[src/rtl/pto_pkg.sv]
// Shared types, defaults and small helpers for the multi-axis pulse-train output block.
package pto_pkg;

  typedef enum logic [1:0] {
    ST_IDLE  = 2'd0,
    ST_SETUP = 2'd1,
    ST_HIGH  = 2'd2,
    ST_LOW   = 2'd3
  } ch_state_t;

  localparam int N_CH_DEFAULT      = 3;
  localparam int STEP_W_DEFAULT    = 32;
  localparam int PER_W_DEFAULT     = 16;
  localparam int DIR_SETUP_DEFAULT = 8;

  // Channel-select width; a single channel still needs a 1-bit select field.
  function automatic int ch_width(input int n);
    return (n > 1) ? $clog2(n) : 1;
  endfunction

  function automatic int max_int(input int a, input int b);
    return (a > b) ? a : b;
  endfunction

endpackage

[src/rtl/pto_multi_axis_if.sv]
// Command handshake bundle for pto_multi_axis: one command offered per cycle to a selected channel.
interface pto_multi_axis_if
  import pto_pkg::*;
#(
  parameter int N_CH   = N_CH_DEFAULT,
  parameter int STEP_W = STEP_W_DEFAULT,
  parameter int PER_W  = PER_W_DEFAULT
);

  localparam int CH_W = ch_width(N_CH);

  logic              cmd_valid;
  logic              cmd_ready;
  logic [CH_W-1:0]   cmd_ch;
  logic              cmd_dir;
  logic [STEP_W-1:0] cmd_steps;
  logic [PER_W-1:0]  cmd_half_period;

  modport master (
    output cmd_valid, cmd_ch, cmd_dir, cmd_steps, cmd_half_period,
    input  cmd_ready
  );

  modport slave (
    input  cmd_valid, cmd_ch, cmd_dir, cmd_steps, cmd_half_period,
    output cmd_ready
  );

endinterface

[src/rtl/pto_channel.sv]
// One step/dir channel: direction setup delay, then cmd_steps pulses of equal high/low time.
module pto_channel
  import pto_pkg::*;
#(
  parameter int STEP_W    = STEP_W_DEFAULT,
  parameter int PER_W     = PER_W_DEFAULT,
  parameter int DIR_SETUP = DIR_SETUP_DEFAULT
) (
  input  logic              clk,
  input  logic              rst,
  input  logic              start,
  input  logic              cmd_dir,
  input  logic [STEP_W-1:0] cmd_steps,
  input  logic [PER_W-1:0]  cmd_half_period,
  input  logic              abort,
  output logic              pto,
  output logic              motor_dir,
  output logic              busy,
  output logic              done
);

  // One timer serves both the setup delay and the half-period phases.
  localparam int TMR_W = max_int(PER_W, $clog2(DIR_SETUP + 1));

  ch_state_t         state;
  logic [TMR_W-1:0]  timer;
  logic [PER_W-1:0]  half_m1;
  logic [STEP_W-1:0] steps_left;
  logic              abort_pend;

  assign busy = (state != ST_IDLE);

  always_ff @(posedge clk or posedge rst) begin
    if (rst) begin
      state      <= ST_IDLE;
      timer      <= '0;
      half_m1    <= '0;
      steps_left <= '0;
      abort_pend <= 1'b0;
      pto        <= 1'b0;
      motor_dir  <= 1'b0;
      done       <= 1'b0;
    end else begin
      done <= 1'b0;
      case (state)
        ST_IDLE: begin
          if (start) begin
            motor_dir  <= cmd_dir;
            abort_pend <= 1'b0;
            if (cmd_steps == '0) begin
              done <= 1'b1;
            end else begin
              state      <= ST_SETUP;
              timer      <= TMR_W'(DIR_SETUP - 1);
              steps_left <= cmd_steps;
              half_m1    <= (cmd_half_period == '0) ? '0 : cmd_half_period - PER_W'(1);
            end
          end
        end
        ST_SETUP: begin
          if (abort) begin
            state      <= ST_IDLE;
            steps_left <= '0;
            done       <= 1'b1;
          end else if (timer == '0) begin
            state <= ST_HIGH;
            pto   <= 1'b1;
            timer <= TMR_W'(half_m1);
          end else begin
            timer <= timer - TMR_W'(1);
          end
        end
        // An abort seen mid-high is remembered so the pulse is never cut short.
        ST_HIGH: begin
          if (timer == '0) begin
            pto <= 1'b0;
            if (abort || abort_pend) begin
              state      <= ST_IDLE;
              steps_left <= '0;
              abort_pend <= 1'b0;
              done       <= 1'b1;
            end else begin
              state <= ST_LOW;
              timer <= TMR_W'(half_m1);
            end
          end else begin
            timer <= timer - TMR_W'(1);
            if (abort) abort_pend <= 1'b1;
          end
        end
        ST_LOW: begin
          if (abort) begin
            state      <= ST_IDLE;
            steps_left <= '0;
            done       <= 1'b1;
          end else if (timer == '0) begin
            steps_left <= steps_left - STEP_W'(1);
            if (steps_left == STEP_W'(1)) begin
              state <= ST_IDLE;
              done  <= 1'b1;
            end else begin
              state <= ST_HIGH;
              pto   <= 1'b1;
              timer <= TMR_W'(half_m1);
            end
          end else begin
            timer <= timer - TMR_W'(1);
          end
        end
        default: state <= ST_IDLE;
      endcase
    end
  end

endmodule

[src/rtl/pto_multi_axis.sv]
// Multi-axis pulse-train output: command demux feeding N_CH independent step/dir channels.
module pto_multi_axis
  import pto_pkg::*;
#(
  parameter int N_CH      = N_CH_DEFAULT,
  parameter int STEP_W    = STEP_W_DEFAULT,
  parameter int PER_W     = PER_W_DEFAULT,
  parameter int DIR_SETUP = DIR_SETUP_DEFAULT
) (
  input  logic            clk_clk,
  input  logic            reset_reset,
  pto_multi_axis_if.slave cmd,
  input  logic [N_CH-1:0] abort,
  output logic [N_CH-1:0] pto,
  output logic [N_CH-1:0] motor_dir,
  output logic [N_CH-1:0] busy,
  output logic [N_CH-1:0] done
);

  localparam int CH_W = ch_width(N_CH);

  logic            ready;
  logic [N_CH-1:0] start;

  // Out-of-range channel numbers match no channel, so ready stays low for them.
  always_comb begin
    ready = 1'b0;
    for (int i = 0; i < N_CH; i++) begin
      if (cmd.cmd_ch == CH_W'(i)) ready = !busy[i];
    end
  end

  assign cmd.cmd_ready = ready;

  always_comb begin
    start = '0;
    for (int i = 0; i < N_CH; i++) begin
      start[i] = cmd.cmd_valid && ready && (cmd.cmd_ch == CH_W'(i));
    end
  end

  for (genvar g = 0; g < N_CH; g++) begin : g_ch
    pto_channel #(
      .STEP_W    (STEP_W),
      .PER_W     (PER_W),
      .DIR_SETUP (DIR_SETUP)
    ) u_ch (
      .clk             (clk_clk),
      .rst             (reset_reset),
      .start           (start[g]),
      .cmd_dir         (cmd.cmd_dir),
      .cmd_steps       (cmd.cmd_steps),
      .cmd_half_period (cmd.cmd_half_period),
      .abort           (abort[g]),
      .pto             (pto[g]),
      .motor_dir       (motor_dir[g]),
      .busy            (busy[g]),
      .done            (done[g])
    );
  end

endmodule

[src/flat_wrapper.sv]
// flat-port wrapper written by rule: the top's interface ports become plain ports
module pto_multi_axis_flat import pto_pkg::*;
#(
  parameter int N_CH      = N_CH_DEFAULT,
  parameter int STEP_W    = STEP_W_DEFAULT,
  parameter int PER_W     = PER_W_DEFAULT,
  parameter int DIR_SETUP = DIR_SETUP_DEFAULT
)
  (clk_clk, reset_reset, abort, pto, motor_dir, busy, done, cmd_cmd_valid, cmd_cmd_ch, cmd_cmd_dir, cmd_cmd_steps, cmd_cmd_half_period, cmd_cmd_ready);
  pto_multi_axis_if #(.N_CH(N_CH), .STEP_W(STEP_W), .PER_W(PER_W)) cmd_i ();
  input  logic clk_clk;
  input  logic reset_reset;
  input  logic [N_CH-1:0] abort;
  output logic [N_CH-1:0] pto;
  output logic [N_CH-1:0] motor_dir;
  output logic [N_CH-1:0] busy;
  output logic [N_CH-1:0] done;
  input wire logic [$bits(cmd_i.cmd_valid)-1:0] cmd_cmd_valid;
  input wire logic [$bits(cmd_i.cmd_ch)-1:0] cmd_cmd_ch;
  input wire logic [$bits(cmd_i.cmd_dir)-1:0] cmd_cmd_dir;
  input wire logic [$bits(cmd_i.cmd_steps)-1:0] cmd_cmd_steps;
  input wire logic [$bits(cmd_i.cmd_half_period)-1:0] cmd_cmd_half_period;
  output wire logic [$bits(cmd_i.cmd_ready)-1:0] cmd_cmd_ready;
  assign cmd_i.cmd_valid = cmd_cmd_valid;
  assign cmd_i.cmd_ch = cmd_cmd_ch;
  assign cmd_i.cmd_dir = cmd_cmd_dir;
  assign cmd_i.cmd_steps = cmd_cmd_steps;
  assign cmd_i.cmd_half_period = cmd_cmd_half_period;
  assign cmd_cmd_ready = cmd_i.cmd_ready;
  pto_multi_axis #(.N_CH(N_CH), .STEP_W(STEP_W), .PER_W(PER_W), .DIR_SETUP(DIR_SETUP)) u_core (.clk_clk(clk_clk), .reset_reset(reset_reset), .cmd(cmd_i), .abort(abort), .pto(pto), .motor_dir(motor_dir), .busy(busy), .done(done));
endmodule
[config.mk]
export PLATFORM = sky130hd
export DESIGN_NAME = pto_multi_axis_flat
export DESIGN_NICKNAME = d
export VERILOG_FILES = /design/src/rtl/pto_pkg.sv /design/src/rtl/pto_multi_axis_if.sv /design/src/rtl/pto_channel.sv /design/src/rtl/pto_multi_axis.sv /design/src/flat_wrapper.sv
export SDC_FILE = /design/constraint.sdc
export NUM_CORES = 1
export LEC_CHECK = 0
export CORE_ASPECT_RATIO = 0.75
export CORE_UTILIZATION = 25
export DETAILED_ROUTE_END_ITERATION = 10
export GPL_ROUTABILITY_DRIVEN = 0
export PLACE_DENSITY = 0.47
export SLEW_MARGIN = 5
export SYNTH_ARGS = -nofsm -noshare
export SYNTH_HDL_FRONTEND = slang
export SYNTH_SLANG_ARGS = --single-unit
export TNS_END_PERCENT = 5
[constraint.sdc]
create_clock -name clk_clk -period 9.1 [get_ports clk_clk]
set_clock_uncertainty 0.05 [all_clocks]
set_input_delay 1.365 -clock clk_clk [delete_from_list [all_inputs] [get_ports clk_clk]]
set_output_delay 1.365 -clock clk_clk [all_outputs]
set_load 0.1 [all_outputs]
Word level (Yosys, flattened, before mapping)
Index checks and enable logic that the tools add are counted.
{ "op_classes": {"addsub": 7, "eq_ne": 62, "mux": 143, "n_bitwise": 1, "n_reduce_logical": 49} }
{ "ops": {"columns": ["operator", "count"], "rows": [
  ["32-bit 2-to-1 mux", 19],
  ["16-bit 2-to-1 mux", 26],
  ["32-bit one-hot mux with 4 select lines", 3],
  ["16-bit one-hot mux with 4 select lines", 3],
  ["32-bit by 1-bit == test with 1-bit output, second input constant", 3],
  ["32-bit by 1-bit subtractor with 32-bit output, second input constant", 3],
  ["16-bit zero test", 4],
  ["16-bit by 1-bit subtractor with 16-bit output, second input constant", 4],
  ["2-bit inequality test, second input constant", 30],
  ["1-bit 2-to-1 mux", 55],
  ["3-bit inequality test, second input constant", 18],
  ["2-bit 2-to-1 mux", 25],
  ["6-bit AND reduction", 6],
  ["32-bit zero test", 1],
  ["2-bit one-hot mux with 4 select lines", 3],
  ["7-bit AND reduction", 3],
  ["5-bit AND reduction", 3],
  ["2-bit == test, second input constant", 7],
  ["1-bit one-hot mux with 4 select lines", 3],
  ["4-bit AND reduction", 3],
  ["2-bit nonzero test", 6],
  ["1-bit one-hot mux with 3 select lines", 3],
  ["3-bit AND reduction", 3],
  ["3-bit nonzero test", 3],
  ["8 further kinds", 25]
]} }
{ "word_totals": {"ff_bits": 210, "inputBits": 57, "out_inout_bits": 13} }

Logic depth before layout (Yosys ltp)
Gate-level depths: netlist of run 1.
{ "logic_depth": {"ltp_word": 9, "mapped_depth": 11, "depth_no_buf": 8} }

By module
Synthesis of run 1 repeated with hierarchy kept, for this count alone.
{ "hier_totals": {"cells_unflattened": 1570, "hier_area_um2": 13427.9} }
{ "modules_own_cells": {"columns": ["module", "instances", "cells_each", "area_each_um2", "seq_area_each_um2"], "rows": [
  ["pto_channel (u_core.g_ch[1].u_ch)", 1, 527, 4605.7, 1751.7],
  ["pto_channel (u_core.g_ch[0].u_ch)", 1, 523, 4480.5, 1751.7],
  ["pto_channel (u_core.g_ch[2].u_ch)", 1, 513, 4291.6, 1751.7],
  ["pto_multi_axis", 1, 7, 50.0, 0.0]
]} }

Worst setup path after synthesis of run 1
Ideal clock, no wire load.
{ "synth_timing": {"path_kind": "input to output", "from": "input cmd_cmd_ch[1]", "to": "output cmd_cmd_ready", "arrival_ps": 3606, "required_ps": 7685, "slack_ps": 4079, "cell_stages": 3, "n_path_buf": 0, "cell_sequence": "nor2_1 a21oi_1 o21ai_0"} }
{ "synth_between": {"elab_chain_cells": 4, "word_cells_on_any_way": 6, "classes_between": "eq/ne: 2; mux: 3; reduce/logical: 1"} }
{ "synth_rtl": {"columns": ["item", "line", "rtl"], "rows": [
  ["start, declared", "flat_wrapper.sv:19", "input wire logic [$bits(cmd_i.cmd_ch)-1:0] cmd_cmd_ch;"],
  ["2-bit zero test", "pto_multi_axis.sv:29", "if (cmd.cmd_ch == CH_W'(i)) ready = !busy[i];"],
  ["1-bit 2-to-1 mux (2 in series)", "pto_multi_axis.sv:29", null],
  ["1-bit 2-to-1 mux *", "pto_multi_axis.sv:29", null],
  ["end, declared", "flat_wrapper.sv:23", "output wire logic [$bits(cmd_i.cmd_ready)-1:0] cmd_cmd_ready;"]
]} }
Mark *: on every way between the ends. The rest lies on a longest branch, timed or not.

Final worst setup path of run 1
Ends and elaborated chain as after synthesis.

==> results of run 1 <==
-- flip-flops by register name, indices dropped and copies added (netlist names) --
| register | cells |
|---|---|
| u_core.g_ch.u_ch.abort_pend | 3 |
| u_core.g_ch.u_ch.done | 3 |
| u_core.g_ch.u_ch.motor_dir | 3 |
| u_core.g_ch.u_ch.half_m1 | 48 |
| u_core.g_ch.u_ch.state | 6 |
| u_core.g_ch.u_ch.steps_left | 96 |
| u_core.g_ch.u_ch.timer | 48 |
| u_core.g_ch.u_ch.pto | 3 |
-- cells by family (layout without fill, tap and decap cells) --
family / after synthesis / count (layout)
flip-flops: 210 / 210
AO/OA/AOI/OAI: 595 / 595
XOR/XNOR: 10 / 10
buffers and inverters: 144 / 189
multiplexers: 12 / 12
adder cells (fa/ha/maj): 13 / 13
AND/OR/NAND/NOR: 511 / 511
-- power by group through the flow --
stage | registers (mW) | logic [mW] | clock network [mW]
5_1_grt | 1.31 | 1.05 | 1.25
3_3_place_gp | 1.29 | 0.921 | 0
3_5_place_dp | 1.29 | 0.926 | 0
6_report | 1.28 | 0.942 | 1.18
2_1_floorplan | 1.23 | 0.646 | 0
4_1_cts | 1.28 | 0.928 | 1.21
-- how the worst max path moves through the flow --
stage / end / slack, ns / start
floorplan: u_core.g_ch[0].u_ch.abort_pend$_DFFE_PP0P_ / 1.95 / reset_reset
global placement: u_core.g_ch[1].u_ch.steps_left[27]$_DFFE_PP0P_ / 4.03 / cmd_cmd_steps[5]
detailed placement: u_core.g_ch[1].u_ch.steps_left[26]$_DFFE_PP0P_ / 3.99 / cmd_cmd_steps[5]
CTS: cmd_cmd_ready / 4.36 / cmd_cmd_ch[1]
global route: u_core.g_ch[1].u_ch.steps_left[27]$_DFFE_PP0P_ / 4.23 / cmd_cmd_steps[28]
finish: cmd_cmd_ready / 4.37 / cmd_cmd_ch[1]
-- cells in the final DEF, fill, tap and decap left out, types with 7 or more instances in the layout --
cell | synthesis | final
nor3_1 | 69 | 69
nand3_1 | 21 | 21
nand2b_1 | 12 | 12
nor2_1 | 165 | 161
a22oi_1 | 34 | 34
a32oi_1 | 32 | 32
and2_1 | 12 | 12
nor4_1 | 47 | 45
clkbuf_16 | 0 | 27
o211ai_1 | 16 | 16
nand4_1 | 14 | 14
o21ai_0 | 179 | 178
nor2b_1 | 11 | 11
xnor2_1 | 7 | 7
inv_1 | 41 | 40
nor3b_1 | 7 | 7
clkdlybuf4s50_1 | 0 | 69
and3_1 | 12 | 12
o21ai_1 | 61 | 60
buf_4 | 14 | 31
ha_1 | 13 | 13
nand2_1 | 98 | 98
or4_1 | 9 | 9
mux2_2 | 8 | 8
a31oi_1 | 15 | 15
o21a_1 | 13 | 12
or3_1 | 10 | 10
a21oi_1 | 137 | 137
o31ai_1 | 50 | 50
dfrtp_1 | 210 | 210
-- layout make-up --
cell class | count | area [sq um] | share of cell area
Tap cell | 648 | 811 | 0.0553
Sequential cell | 210 | 5260 | 0.358
Timing Repair Buffer | 100 | 923 | 0.0630
Clock inverter | 13 | 229 | 0.0156
Multi-Input combinational cell | 1141 | 6550 | 0.446
Clock buffer | 35 | 736 | 0.0502
Inverter | 41 | 161 | 0.0110
-- layer usage --
metal	share of wire	wire [um]
met3	0.087	3860
met2	0.39	17300
met5	0.00027	12
met4	0.021	932
met1	0.50	22100
-- per-stage QoR --
| stage | std cells | total power, mW | setup slack [ns] |
|---|---|---|---|
| finish | 2188 | 3.40 | 4.37 |
| global route | 2188 | 3.60 | 4.23 |
| CTS | 2188 | 3.41 | 4.36 |
| detailed placement | 2140 | 2.22 | 3.99 |
| global placement | 2140 | 2.21 | 4.03 |
| floorplan | 1495 | 1.87 | 1.95 |
-- worst min-delay path, cell delays in order, from the launching register on --
cell and delay [ns]:
dfrtp_1 0.35, nand2_1 0.05, o31ai_1 0.05
==> results.md, run 1 <==
* Run status: complete, no violations
* Hold_ws at between 0.4 and 0.5 ns
* Hold path depth at 2
* Port Buffers at between 60 and 70
* Pin count of the biggest net entering global routing at 92
* Final hold vios at 0
* GR Util met2 at 0.226
* Largest family of logic cells by synthesized area: compound AO/OA/AOI/OAI gates
* Period minus WS final at approximately 4.7 ns
* Synthesized instance count at about 1,500
* Grt met1 use at 0.266
* Flop and latch count out of synthesis at 210
* Bufs on Longest Clock Path at 3
* Worst slew pin tran at ~1.3 ns
* Simple-gate share of the synthesized area at 0.203
* P_sw at 1.24 mW
* Crit path kind: input port to output pin
* ANT nets after route at 0
* CTS tree: built
* Post-synth EDFFs at 0
* Core Area at between 0.04 and 0.05 sq mm
* Synth area leader: dfrtp_1
* Slew HR at 0.154
* DRC errors left at 0
* Root Buffer: clkbuf_16
* Most frequent cells after synthesis: dfrtp_1, o21ai_0, nor2_1, a21oi_1, nand2_1
* Hold Path Origin: u_core.g_ch[0].u_ch.half_m1[5]$_DFFE_PP0P_
* Initial antenna violation count at 1
* Fraction of the mapped netlist area in adder cells at 0.0131
* Worst path top cell family by delay: buffers and inverters
* Top-count cell post-synth: dfrtp_1
* Leakage power at between 5 and 6 nW
* Clock power share at 0.347
* Synth Flop Type: dfrtp_1
* Critical R2R Launch: u_core.g_ch[2].u_ch.steps_left[20]$_DFFE_PP0P_
* Fin util at 0.300
* WP depth at 5
* Max-cap check violation count at 0
* XOR/XNOR Fraction of Synth Area at 0.00706
* Area contributors post-synth: dfrtp_1, o21ai_0, a21oi_1
* Worst Path Arrival at approximately 3.3 ns
* Worst r2r dst: u_core.g_ch[2].u_ch.timer[2]$_DFFE_PP0P_
* Sw Ratio at 0.364
* Area after DPL at approximately 0.014 sq mm
* Power Dens Cells at 232 mW/mm^2
* Rows at 70
* Syn Std Cell Area at 0.0124 sq mm
* Crit start category: input port
* Gr ovfl total at 0
* Post_cts resized at 0
* CTS clk-pin slew, worst paths at ~0.06 ns
* Cell repeated most along the worst path: clkdlybuf4s50_1
* Via Count at 11,800
* Drt wl/cell at 20.2 um
* Share of layout cells above drive strength 1 at 0.0721
* RSZ-0062 raised after global routing: false
* Hold Path Sink: u_core.g_ch[0].u_ch.half_m1[5]$_DFFE_PP0P_
* Global Route Usage Sum at 0.172
* Die ar. at ~0.05 sq mm
* Vias in the first global route at between 10,000 and 15,000
* I/O Pins at 70
* Worst path bufs/invs at 2
* HPWL after DPL at 31,200 um
* H-tree depth at 1
* Die Wd at about 260 um
* Number of inserted diodes at 0
* CP endpoint kind: output pin
* Reg-to-reg setup timing slack at 5.10 ns
* Hold buffers post-CTS at 0
* Min-delay worst type: flip-flop to flip-flop
* Die Height at 195 um
* Final layout net count at between 1,500 and 2,000
* Syn Area/Cell at about 8.3 sq um
* First-pass detailed-route iteration total at 7
* Fin crit share at 0.520
* Clock Latency Late Sink at roughly 0.54 ns
* Area fraction in compound gates after synthesis at 0.291
* Setup violators final at 0
* Total wire length at roughly 44,000 um
* Fillcell total at between 5,000 and 6,000
* Async set or reset register ratio after synthesis at 1.00
* CP cell instances: clkdlybuf4s50_1 > nor2_1 > a21oi_1 > o21ai_0 > clkdlybuf4s50_1
* Area Growth Syn to Fin at 18.2%
* CP max-delay cell: clkdlybuf4s50_1
* Design area at between 0.01 and 0.015 sq mm
* CTS Sinks at 210
* Synthesized net count at between 1,500 and 2,000
* Via/cell ratio at 5.41
* Met3 usage at 0.0545
* Total CTS buffers at 26
* Max Clk Rate at approximately 210 MHz
* Initial Util at 0.254
* Seq/Total Area, Yosys at 0.424
* Power share of the sequential group at 0.377
* Internal power at about 2.2 mW
* Synth top area share at 0.424
* Grt peak-use layer: met1
* Cell variety after synth at between 70 and 80
* Comb pwr share at 0.277
* DRT iter0 DRCs at 1,169
* Post-CTS Setup Bufs at 0
* Syn. warnings at 0
* Slew Viols, Final at 0
* Crit path max fanout at 5
* Biggest cell delay along the critical path at approximately 1.2 ns
* R2R depth at 6
* Post-synthesis mux area share at 0.0105
* Setup tns final at 0 ns
* Max IR drop VDD at 120 uV
* First-pass GRT wire length at between 60,000 and 70,000 um
* Worst Path Required at around 7.7 ns
No activity file was read; power rests on OpenSTA's default activity.
==> run 2, diff against run 1 <==
--- a/config.mk
+++ b/config.mk
@@ -9,7 +9,7 @@
 export CORE_UTILIZATION = 25
 export DETAILED_ROUTE_END_ITERATION = 10
 export GPL_ROUTABILITY_DRIVEN = 0
-export PLACE_DENSITY = 0.47
+export PLACE_DENSITY = 0.48
 export SLEW_MARGIN = 5
 export SYNTH_ARGS = -nofsm -noshare
 export SYNTH_HDL_FRONTEND = slang
==> constraint.sdc (replaced) <==
create_clock -name clk_clk -period 3.9 [get_ports clk_clk]
set_clock_uncertainty 0.05 [all_clocks]
set_input_delay 0.585 -clock clk_clk [delete_from_list [all_inputs] [get_ports clk_clk]]
set_output_delay 0.585 -clock clk_clk [all_outputs]
set_load 0.1 [all_outputs]
==> run 2 against run 1 <==
Effect of this change:
- total power is 130% higher
- cell count up 2.6%
- count of clock-buffer cells in the layout rose by 4
- sequential share of layout area is 1.1 points lower
- critical path type is now flip-flop to flip-flop
- critical endpoint is now u_core.g_ch[0].u_ch.timer[15]$_DFFE_PP0P_
==> results.md, run 2 (synthesis results as in run 1) <==
* Die Height at 195 um (unchanged)
* Fin crit share at 0.819
* Max-cap check violation count at 0 (unchanged)
* Crit start category: flip-flop (was input port)
* HPWL after DPL at 31,700 um (was 31,200 um)
* Reg-to-reg setup timing slack at 0.71 ns (was 5.10 ns)
* H-tree depth at 1 (unchanged)
* CP cell instances: inv_1 > ha_1 > nor4b_1 > nand4_1 > nor2_1 > a21boi_0 > o21ai_1 > o21ai_0 (was clkdlybuf4s50_1 > nor2_1 > a21oi_1 > o21ai_0 > clkdlybuf4s50_1)
* Worst path top cell family by delay: compound AO/OA/AOI/OAI gates (was buffers and inverters)
* Period minus WS final at approximately 3.2 ns
* Number of inserted diodes at 0 (unchanged)
* Crit path kind: flip-flop to flip-flop (was input port to output pin)
* Initial antenna violation count at 0 (was 1)
* Via/cell ratio at 5.35 (was 5.41)
* RSZ-0062 raised after global routing: false (unchanged)
* Worst slew pin tran at 1.04 ns (was 1.26 ns)
* Bufs on Longest Clock Path at 3 (unchanged)
* Via Count at 12,000 (was 11,800)
* Slew Viols, Final at 0 (unchanged)
* Hold buffers post-CTS at 0 (unchanged)
* Drt wl/cell at 19.4 um (was 20.2 um)
* Worst path bufs/invs at 1 (was 2)
* CTS tree: built (unchanged)
* Hold_ws at 0.440 ns (was 0.434 ns)
* Setup violators final at 0 (unchanged)
* Total CTS buffers at 27 (was 26)
* Min-delay worst type: flip-flop to flip-flop (unchanged)
* Initial Util at 0.254 (unchanged)
* Crit path max fanout at 13 (was 5)
* Share of layout cells above drive strength 1 at 0.105 (was 0.0721)
* Final layout net count at 1,645 (was 1,590)
* Total wire length at 43,500 um (was 44,200 um)
* Setup tns final at 0 ns (unchanged)
* Worst Path Required at 4.23 ns (was 7.69 ns)
* Core Area at 0.0489 sq mm (unchanged)
* Leakage power at 6.01 nW (was 5.72 nW)
* Vias in the first global route at 11,000 (was 10,900)
* Worst Path Arrival at 3.53 ns (was 3.32 ns)
* CP max-delay cell: o21ai_1 (was clkdlybuf4s50_1)
* Post-CTS Setup Bufs at 0 (unchanged)
* Gr ovfl total at 0 (unchanged)
* Biggest cell delay along the critical path at 0.76 ns (was 1.16 ns)
* Area of the multi-input gates at 0.00654 sq mm (was 0.00655 sq mm)
* Fillcell total at 5,187 (was 5,193)
* DRT iter0 DRCs at 1,189 (was 1,169)
* Die ar. at 0.0505 sq mm (unchanged)
* Port Buffers at 69 (unchanged)
* DRC errors left at 0 (unchanged)
* FF/Latch Area at 0.00526 sq mm (unchanged)
* Commonest non-fill, non-tap cell in the layout: dfrtp_1 (unchanged)
* First-pass GRT wire length at 67,300 um (was 68,100 um)
* I/O Pins at 70 (unchanged)
* Area Growth Syn to Fin at 22.0% (was 18.2%)
* Slew HR at 0.306 (was 0.154)
* Post_cts resized at 0 (unchanged)
* Final hold vios at 0 (unchanged)
* Clock Latency Late Sink at 0.56 ns (was 0.54 ns)
* Commonest non-fill, non-tap cells in the layout: dfrtp_1, o21ai_0, nor2_1, a21oi_1, nand2_1 (unchanged)
* Biggest register: u_core.g_ch.u_ch.steps_left (unchanged)
* CTS clk-pin slew, worst paths at 0.06 ns (about the same)
* Power Dens Cells at 518 mW/mm^2 (was 232 mW/mm^2)
* Pin count of the biggest net entering global routing at 65 (was 92)
* Root Buffer: clkbuf_16 (unchanged)
* Run status: complete, no violations (unchanged)
* Top flop regs: u_core.g_ch.u_ch.steps_left: 96 flops, u_core.g_ch.u_ch.half_m1: 48 flops, u_core.g_ch.u_ch.timer: 48 flops (unchanged)
* Global Route Usage Sum at 0.170 (was 0.172)
* ANT nets after route at 0 (unchanged)
* CP endpoint kind: flip-flop (was output pin)
* Die Wd at 259 um (unchanged)
* CTS Sinks at 210 (unchanged)
* Max Clk Rate at 313 MHz
* Max reg flops at 96 (unchanged)
* Rows at 70 (unchanged)
* Max IR drop VDD at 312 uV (was 120 uV)
* First-pass detailed-route iteration total at 5 (was 7)
==> run 2: worst paths after layout <==
check                                                               to                                   startpoint  cells past startpoint
setup / recovery             u_core.g_ch[0].u_ch.timer[15]$_DFFE_PP0P_     u_core.g_ch[0].u_ch.timer[0]$_DFFE_PP0P_                      8
hold / removal             u_core.g_ch[1].u_ch.half_m1[13]$_DFFE_PP0P_  u_core.g_ch[1].u_ch.half_m1[13]$_DFFE_PP0P_                      2
setup reg to reg             u_core.g_ch[0].u_ch.timer[15]$_DFFE_PP0P_     u_core.g_ch[0].u_ch.timer[0]$_DFFE_PP0P_                      8
hold reg to reg            u_core.g_ch[1].u_ch.half_m1[13]$_DFFE_PP0P_  u_core.g_ch[1].u_ch.half_m1[13]$_DFFE_PP0P_                      2
max in group asynchronous          u_core.g_ch[0].u_ch.pto$_DFFE_PP0P_                                  reset_reset                      3
min in group asynchronous    u_core.g_ch[0].u_ch.motor_dir$_DFFE_PP0P_                                  reset_reset                      2
==> run 2: final cells by class <==
cell class,count,area share
Inverter,41,0.0104
Tap cell,648,0.0536
Sequential cell,210,0.347
Timing Repair Buffer,154,0.0946
Multi-Input combinational cell,1141,0.432
Clock inverter,11,0.0109
Clock buffer,39,0.0509
==> run 2: per-stage QoR <==
stage | instance area [sq um] | setup WS [ns] | util | power (mW) | std cells
6_report | 15100 | 0.706 | 0.310 | 7.83 | 2244
5_1_grt | 15100 | 0.422 | 0.310 | 8.30 | 2244
4_1_cts | 15100 | 0.800 | 0.310 | 7.87 | 2244
3_5_place_dp | 14200 | 0.312 | 0.290 | 5.15 | 2194
3_3_place_gp | 14200 | 0.292 | 0.290 | 5.13 | 2194
2_1_floorplan | 12400 | 0.106 | - | 4.37 | 1495
==> run 2: layer usage <==
metal	global-route usage	part of all wire	up-vias
met1	0.270	0.51	5810
met5	0	0	-
li1	-	-	5746
met3	0.0361	0.075	60
met4	0.0368	0.020	0
met2	0.228	0.40	400
==> run 2: power breakdown <==
part           leakage [nW]  internal [mW]  total (mW)  switching, mW
combinational          2.80          0.811        2.15           1.34
sequential             2.75           2.58        3.01          0.436
clock                 0.458           1.63        2.67           1.03
==> run 2: worst min-delay path, cell delays in order, from the launching register on <==
cell and delay, ns:
dfrtp_1 0.35, nand2_1 0.05, o31ai_1 0.05
